## config.mk

```make
export PLATFORM = sky130hd
export DESIGN_NAME = ptw_resp_router
export DESIGN_NICKNAME = d
export VERILOG_FILES = /design/src/rtl/ptw_resp_router.sv
export SDC_FILE = /design/constraint.sdc
export NUM_CORES = 1
export LEC_CHECK = 0
export ABC_CLOCK_PERIOD_IN_PS = 8600
export CAP_MARGIN = 5
export CELL_PAD_IN_SITES_DETAIL_PLACEMENT = 1
export CELL_PAD_IN_SITES_GLOBAL_PLACEMENT = 1
export CORE_ASPECT_RATIO = 0.8
export CORE_MARGIN = 2
export CORE_UTILIZATION = 40
export CTS_CLUSTER_SIZE = 14
export DETAILED_ROUTE_END_ITERATION = 6
export MAX_ROUTING_LAYER = met4
export PLACE_DENSITY = 0.69
export SYNTH_ARGS = -nofsm -noshare
export SYNTH_HDL_FRONTEND = slang
export SYNTH_SLANG_ARGS = --single-unit
export TNS_END_PERCENT = 30
```

## constraint.sdc

```tcl
create_clock -name clk -period 8.6 [get_ports clk]
set_input_delay 1.29 -clock clk [delete_from_list [all_inputs] [get_ports clk]]
set_output_delay 1.29 -clock clk [all_outputs]
set_load 0.05 [all_outputs]
```

## src/rtl/ptw_resp_router.sv

```systemverilog
// ptw_resp_router: in-order result buffer between the page-table walker
// write-back port and the L1 TLB refill ports. Each buffered walk result is
// steered to the TLB named by its source id; results whose source id names
// no TLB are silently discarded with a one-cycle drop_pulse.
//
// Optional build macro: PTW_RESP_BYPASS_EN
//   When defined, a result arriving at an empty buffer is presented to its
//   destination in the same cycle and skips the buffer if it is consumed
//   immediately. When undefined, every result is registered first.
module ptw_resp_router #(
  parameter int DEPTH   = 4,
  parameter int N_DEST  = 3,
  parameter int SRC_W   = 2,
  parameter int VADDR_W = 32,
  parameter int PTE_W   = 32
) (
  input  logic                     clk,
  input  logic                     rst,
  input  logic                     flush,
  input  logic                     in_valid,
  output logic                     in_ready,
  input  logic                     in_exception,
  input  logic [SRC_W-1:0]         in_src,
  input  logic [VADDR_W-1:0]       in_vaddr,
  input  logic [PTE_W-1:0]         in_entry,
  input  logic [1:0]               in_wpn,
  output logic [N_DEST-1:0]        out_valid,
  input  logic [N_DEST-1:0]        out_ready,
  output logic                     out_exception,
  output logic [VADDR_W-1:0]       out_vaddr,
  output logic [PTE_W-1:0]         out_entry,
  output logic [1:0]               out_wpn,
  output logic                     drop_pulse,
  output logic [$clog2(DEPTH):0]   occupancy
);

  localparam int PTR_W = $clog2(DEPTH);
  localparam int CNT_W = PTR_W + 1;
  localparam int ENT_W = 1 + SRC_W + VADDR_W + PTE_W + 2;

  localparam logic [CNT_W-1:0]  FULL_CNT = CNT_W'(DEPTH);
  localparam logic [SRC_W:0]    N_DEST_X = (SRC_W + 1)'(N_DEST);
  localparam logic [N_DEST-1:0] ONE_HOT0 = N_DEST'(1);

  logic [ENT_W-1:0]   mem [DEPTH];
  logic [PTR_W-1:0]   wptr;
  logic [PTR_W-1:0]   rptr;
  logic [CNT_W-1:0]   count;

  logic               head_exc;
  logic [SRC_W-1:0]   head_src;
  logic [VADDR_W-1:0] head_vaddr;
  logic [PTE_W-1:0]   head_entry;
  logic [1:0]         head_wpn;

  logic               empty;
  logic               head_legal;
  logic               in_legal;
  logic               push;
  logic               wr_en;
  logic               pop;

  assign {head_exc, head_src, head_vaddr, head_entry, head_wpn} = mem[rptr];

  assign empty      = (count == '0);
  assign head_legal = ({1'b0, head_src} < N_DEST_X);
  assign in_legal   = ({1'b0, in_src} < N_DEST_X);

  // A full buffer refuses input even if the head leaves this cycle; keeps the ready path free of out_ready.
  assign in_ready  = (count != FULL_CNT) & ~flush;
  assign push      = in_valid & in_ready;
  assign occupancy = count;

  // Head routing, illegal-source discard and (optionally) empty-buffer bypass.
  always_comb begin
    out_valid     = '0;
    out_exception = head_exc;
    out_vaddr     = head_vaddr;
    out_entry     = head_entry;
    out_wpn       = head_wpn;
    drop_pulse    = 1'b0;
    wr_en         = push;
    if (!flush && !empty) begin
      if (head_legal) begin
        out_valid = ONE_HOT0 << head_src;
      end else begin
        drop_pulse = 1'b1;
      end
    end
`ifdef PTW_RESP_BYPASS_EN
    else if (!flush && in_valid && in_legal) begin
      out_valid     = ONE_HOT0 << in_src;
      out_exception = in_exception;
      out_vaddr     = in_vaddr;
      out_entry     = in_entry;
      out_wpn       = in_wpn;
      // Consumed on the spot, so it never occupies a slot.
      if ((out_valid & out_ready) != '0) begin
        wr_en = 1'b0;
      end
    end
`endif
  end

  // A bypassed result never pops: pop only applies to an occupied buffer.
  assign pop = !flush && !empty && (drop_pulse || ((out_valid & out_ready) != '0));

  // Entry storage; contents need no reset since the pointers define validity.
  always_ff @(posedge clk) begin
    if (wr_en) begin
      mem[wptr] <= {in_exception, in_src, in_vaddr, in_entry, in_wpn};
    end
  end

  // Pointer and occupancy bookkeeping; flush empties the buffer in one cycle.
  always_ff @(posedge clk or posedge rst) begin
    if (rst) begin
      wptr  <= '0;
      rptr  <= '0;
      count <= '0;
    end else if (flush) begin
      wptr  <= '0;
      rptr  <= '0;
      count <= '0;
    end else begin
      if (wr_en) wptr <= wptr + PTR_W'(1);
      if (pop)   rptr <= rptr + PTR_W'(1);
      case ({wr_en, pop})
        2'b10:   count <= count + CNT_W'(1);
        2'b01:   count <= count - CNT_W'(1);
        default: count <= count;
      endcase
    end
  end

  // in_legal is only consumed by the bypass path.
  logic unused_in_legal;
  assign unused_in_legal = in_legal;

endmodule
```

Word-level counts from Yosys, hierarchy flattened
Memories as Yosys holds them, arrays and structs flattened.
Index checks and enable logic that the tools add are counted.
- flip-flop bits (word level): 7
- RAM bits: 276
- input bits: 76
- output and inout bits: 75
- word-level logic and storage cells: 39
- memories kept: 1
- add/subtract/negate cells: 4
- $lt $le $gt $ge: 1
- eq/ne operators: 3
- shift-type cells: 1
- multiplexer cells: 12
- bitwise gates (word level): 4
- reduce and logical (&&, ||, !) cells: 10
- memory list (name ; words ; width ; rd ports ; clocked after Yosys merged registers in ; wr ports ; line ; source):
    mem ; 4 ; 69 ; 1 ; 0 ; 1 ; 45 ; logic [ENT_W-1:0] mem [DEPTH];
- operators by type and width (cell ; count):
    3-bit 2-to-1 mux ; 3
    2-bit 2-to-1 mux ; 4
    3-bit one-hot mux with 2 select lines ; 1
    3-bit nonzero test ; 2
    2-bit by 1-bit adder with 2-bit output (second input constant) ; 2
    1-bit 2-to-1 mux ; 4
    2-bit nonzero test ; 2
    3-bit by 1-bit adder with 3-bit output (second input constant) ; 1
    3-bit AND ; 1
    3-bit logical NOT ; 1
    3-bit inequality test (second input constant) ; 1
    1-bit by 2-bit << shifter with 3-bit output (first input constant) ; 1
    3-bit by 1-bit subtractor with 3-bit output (second input constant) ; 1
    1-bit AND ; 2
    2-bit by 1-bit equality test with 1-bit output (second input constant) ; 1
    2-bit equality test (second input constant) ; 1
    1-bit logical AND ; 2
    1-bit logical NOT ; 2
    2-bit less-than comparator (second input constant) ; 1
    1-bit logical OR ; 1
    1-bit inverter ; 1

Longest topological paths before layout
- word-level depth: 11
- mapped depth: 9

Least setup slack after synthesis
OpenSTA, ideal clock, no wires.
- kind: input port to flip-flop
- start: input flush
- end: memory mem[0][0] (netlist name) (enable)
- library setup time: 0.435 ns
- data arrival time: 3.530 ns
- data required time: 8.165 ns
- setup slack: 4.636 ns
- cell stages on the path: 3
- cells stage by stage: clkbuf_1 > a211oi_2 > and2_1
- cells in the longest elaborated chain, start to end: 5
- ends and longest elaborated chain (item ; line ; source):
    from (decl) ; 19 ; input logic flush,
    1-bit inverter ; 70 ; assign in_ready = (count != FULL_CNT) & ~flush;
    1-bit AND ; 70 ;
    1-bit AND ; 71 ; assign push = in_valid & in_ready;
    1-bit 2-to-1 mux ; 110 ; if (wr_en) begin
    1-bit 2-to-1 mux (not written as such) ; 111 ; mem[wptr] <= {in_exception, in_src, in_vaddr, in_entry, in_wpn};
    to (decl) ; 45 ;
Every way passes these cells.

Final worst setup path
- start: register rptr[0]
- end: output out_vaddr[20]
- cells in the longest elaborated chain, start to end: 1
- ends and longest elaborated chain (item ; line ; source):
    from (decl) ; 47 ; logic [PTR_W-1:0] rptr;
    from (signal assigned) ; 127 ; if (pop) rptr <= rptr + PTR_W'(1);
    memory 4 x 69 bit ; -- ;
    to (decl) ; 30 ; output logic [VADDR_W-1:0] out_vaddr,
Every way passes these cells.

==> impl_metrics.py <==
metrics = {
    "floorplanning": {
        "core_area_um2": 25500,
        "ios": 151,
        "die_w_um": 185,
        "dieArea_um2": 27500,
        "die_h_um": 149,
        "rows": 52,
        "start_util_pct": 41.0,
    },
    "critical_path": {
        "path_class": "reg2out",
        "cp-end-kind": "primary output",
        "slowest_delay_ns": 0.96,
        "cp_num_buf_inv": 2,
        "critPathSlowestCell": "dfrtp_4",
        "cp_data_required_time_ns": 7.31,
        "r2r-end": "occupancy[2]$_DFFE_PP0P_",
        "start_kind": "register",
        "worst-path-max-fanout": 39,
        "reg2reg_setup_slack_ns": 4.92,
        "crit_family": "buffers and inverters",
        "worstReg2RegStart": "rptr[1]$_DFFE_PP0P_",
        "path_cells": "buf_4 -> mux4_2 -> clkdlybuf4s50_1",
        "reg2reg_depth": 8,
        "critPathArrivalTime_ns": 3.59,
    },
    "clock_tree": {
        "cts_buffer_depth": 3,
        "ctsHoldBuffers": 0,
        "cts_root_buf": "clkbuf_16",
        "clkSinkCount": 283,
        "cts_resized": 0,
        "postCtsSetupRepairBufs": 0,
        "cts_tree": "done",
        "cts_made_buffers": 29,
        "clock_latency_ns": 0.54,
        "cts.clk_slew.worst_paths_ns": 0.06,
        "htreeDepth": 1,
    },
    "placement": {
        "gp_congestion": 0.698,
        "dpl.hpwl_um": 11800,
        "post-place-ws_ns": 3.95,
        "dpl_cell_area_um2": 12400,
        "dpl.cell_count": 911,
        "portBuffers": 150,
    },
    "timing": {
        "setup_violations": 0,
        "fin_ws_ns": 3.72,
        "max_slew_margin_pct": 24.9,
        "fmax_ghz": 0.205,
        "skew_ns": 0.0109,
        "fin_tns_setup_ns": 0,
        "finalHoldViolations": 0,
        "slew_violations": 0,
        "rsz0062_at_grt": "no",
        "fin_crit_ns": 4.88,
        "post-route-period-util_pct": 56.8,
        "tightest_slew_ns": 1.13,
    },
    "pwr": {
        "seqPwrFrac_pct": 42.2,
        "switching_share_pct": 33.0,
        "p_int_mw": 2.71,
        "power.share.clock_pct": 27.4,
        "max-vdd-ir-drop_uv": 194,
        "p_leak_nw": 4.15,
        "power.total_mw": 4.04,
        "comb_power_share_pct": 30.4,
        "switchingPower_mw": 1.34,
        "powerDensity_nw_per_um2": 306,
    },
    "grt": {
        "grt_pass1_wl_um": 32400,
        "antenna_found_initial": 0,
        "grt_pass1_vias": 5485,
        "grt-ovfl-total": 0,
        "grt_max_degree": 72,
        "grt.total_usage_pct": 16.2,
    },
    "yosys": {
        "synthDistinctLibCells": 31,
        "syn_area_per_cell_um2": 24.6,
        "ys_warn_count": 0,
        "ys_seq_area_share_pct": 80.9,
        "synth_area_um2": 10500,
        "synth-seq-cells": 283,
        "synthCells": 425,
        "syn_nets": 506,
    },
    "route": {
        "ant_nets": 0,
        "routed.top_layer": "met4",
        "drtIter0Drc": 295,
        "totalWireLength_um": 20900,
        "wl_met2_um": 9750,
        "dr.pass1.iters": 4,
        "drc_errors": 0,
        "vias": 4884,
        "wl_met1_um": 9420,
        "via_per_inst": 5.07,
        "wl_per_cell_um": 21.7,
        "wl_met3_um": 1350,
    },
    "finish": {
        "final_cell_mix": "276 x edfxtp_1, 150 x clkdlybuf4s50_1, 69 x mux4_2",
        "final_cells": 964,
        "final_common_cell": "edfxtp_1",
        "fill_cells": 2275,
        "multiInputGateArea_um2": 1910,
        "drive_above_1_share_pct": 19.7,
        "seq_area_um2": 8470,
        "fin_nets": 672,
        "n_antenna_cell": 0,
        "syn2layout_area_growth_pct": 26.2,
        "final_area_um2": 13200,
    },
    "run_status": {
        "outcome": "complete, no violations",
    },
    "min_path": {
        "hold_depth": 1,
        "hp-start": "wptr[0]$_DFFE_PP0P_",
        "hold_class": "reg2reg",
        "hold_path_end": "wptr[0]$_DFFE_PP0P_",
    },
    "flow_run": {
        "drv_cap": 0,
    },
}
-- sequential cells by signal, summed over array words and instances, names as in the netlist --
name and flops:
rptr 2, wptr 2, mem 276, occupancy 3
-- cell families (layout without fill, tap and decap cells) --
family	count (synthesis)	after routing	synth area share [%]
xor+xnor	1	1	0.0837
mux	72	72	15.2
fa+ha+maj	5	5	0.669
buf+inv	26	214	1.00
compound gates	11	11	0.813
simple gates	27	27	1.39
flops	283	283	80.9
-- synthesized netlist by cell type --
cell / number / share of area, %
a21o_1: 1 / 0.072
buf_1: 1 / 0.036
dfrtp_1: 7 / 1.7
o22ai_1: 1 / 0.060
or3_1: 2 / 0.12
or3b_1: 1 / 0.084
nor3b_1: 1 / 0.072
nand4b_1: 1 / 0.084
clkbuf_1: 16 / 0.57
mux2i_1: 2 / 0.19
nor3_1: 1 / 0.048
o31ai_1: 1 / 0.072
ha_1: 4 / 0.48
and2_1: 4 / 0.24
nand3b_1: 1 / 0.072
xnor2_1: 1 / 0.084
o211ai_4: 1 / 0.20
inv_1: 8 / 0.29
nor4b_1: 1 / 0.084
nor2_1: 8 / 0.29
a21oi_1: 2 / 0.096
or4_1: 1 / 0.072
nand2_1: 5 / 0.18
mux2_4: 1 / 0.14
a211oi_2: 1 / 0.12
nand3_1: 1 / 0.048
fa_1: 1 / 0.19
o21ai_0: 4 / 0.19
buf_6: 1 / 0.11
edfxtp_1: 276 / 79
mux4_2: 69 / 15
-- layer usage --
metal | GRT usage (%) | up-vias
li1 | - | 2139
met4 | 3.61 | 0
met3 | 4.19 | 33
met5 | - | -
met2 | 24.8 | 148
met1 | 22.0 | 2564
-- metrics by stage --
stage | hold WS, ns | utilization (%)
6_report | 0.586 | 51.8
5_1_grt | 0.638 | 51.8
4_1_cts | 0.590 | 51.8
3_5_place_dp | 0.580 | 48.5
3_3_place_gp | 0.547 | 48.5
2_1_floorplan | 0.512 | -
-- power groups by stage --
| stage | clock network (mW) | logic [mW] | registers (mW) |
|---|---|---|---|
| final | 1.11 | 1.23 | 1.71 |
| after floorplan | 0 | 0.892 | 1.68 |
| after global routing | 1.19 | 1.28 | 1.73 |
| after CTS | 1.14 | 1.24 | 1.71 |
| after global placement | 0 | 1.23 | 1.73 |
| after detailed placement | 0 | 1.24 | 1.74 |
-- final cells by class --
cell class | count | area share [%]
Sequential cell | 283 | 64.1
Clock inverter | 20 | 0.729
Clock buffer | 33 | 5.61
Tap cell | 351 | 3.32
Inverter | 8 | 0.227
Multi-Input combinational cell | 116 | 14.4
Timing Repair Buffer | 153 | 11.5
-- worst max-delay path by stage --
stage	from	end	slack (ns)	cells past startpoint
global placement	flush	out_valid[2]	3.99	4
global route	rptr[0]$_DFFE_PP0P_	out_vaddr[5]	3.44	3
floorplan	flush	mem[0][0]$_DFFE_PP_	4.64	3
finish	rptr[0]$_DFFE_PP0P_	out_vaddr[20]	3.72	3
detailed placement	flush	out_valid[2]	3.95	4
CTS	rptr[0]$_DFFE_PP0P_	out_vaddr[4]	3.57	3
(Power assumes the default switching activity.)
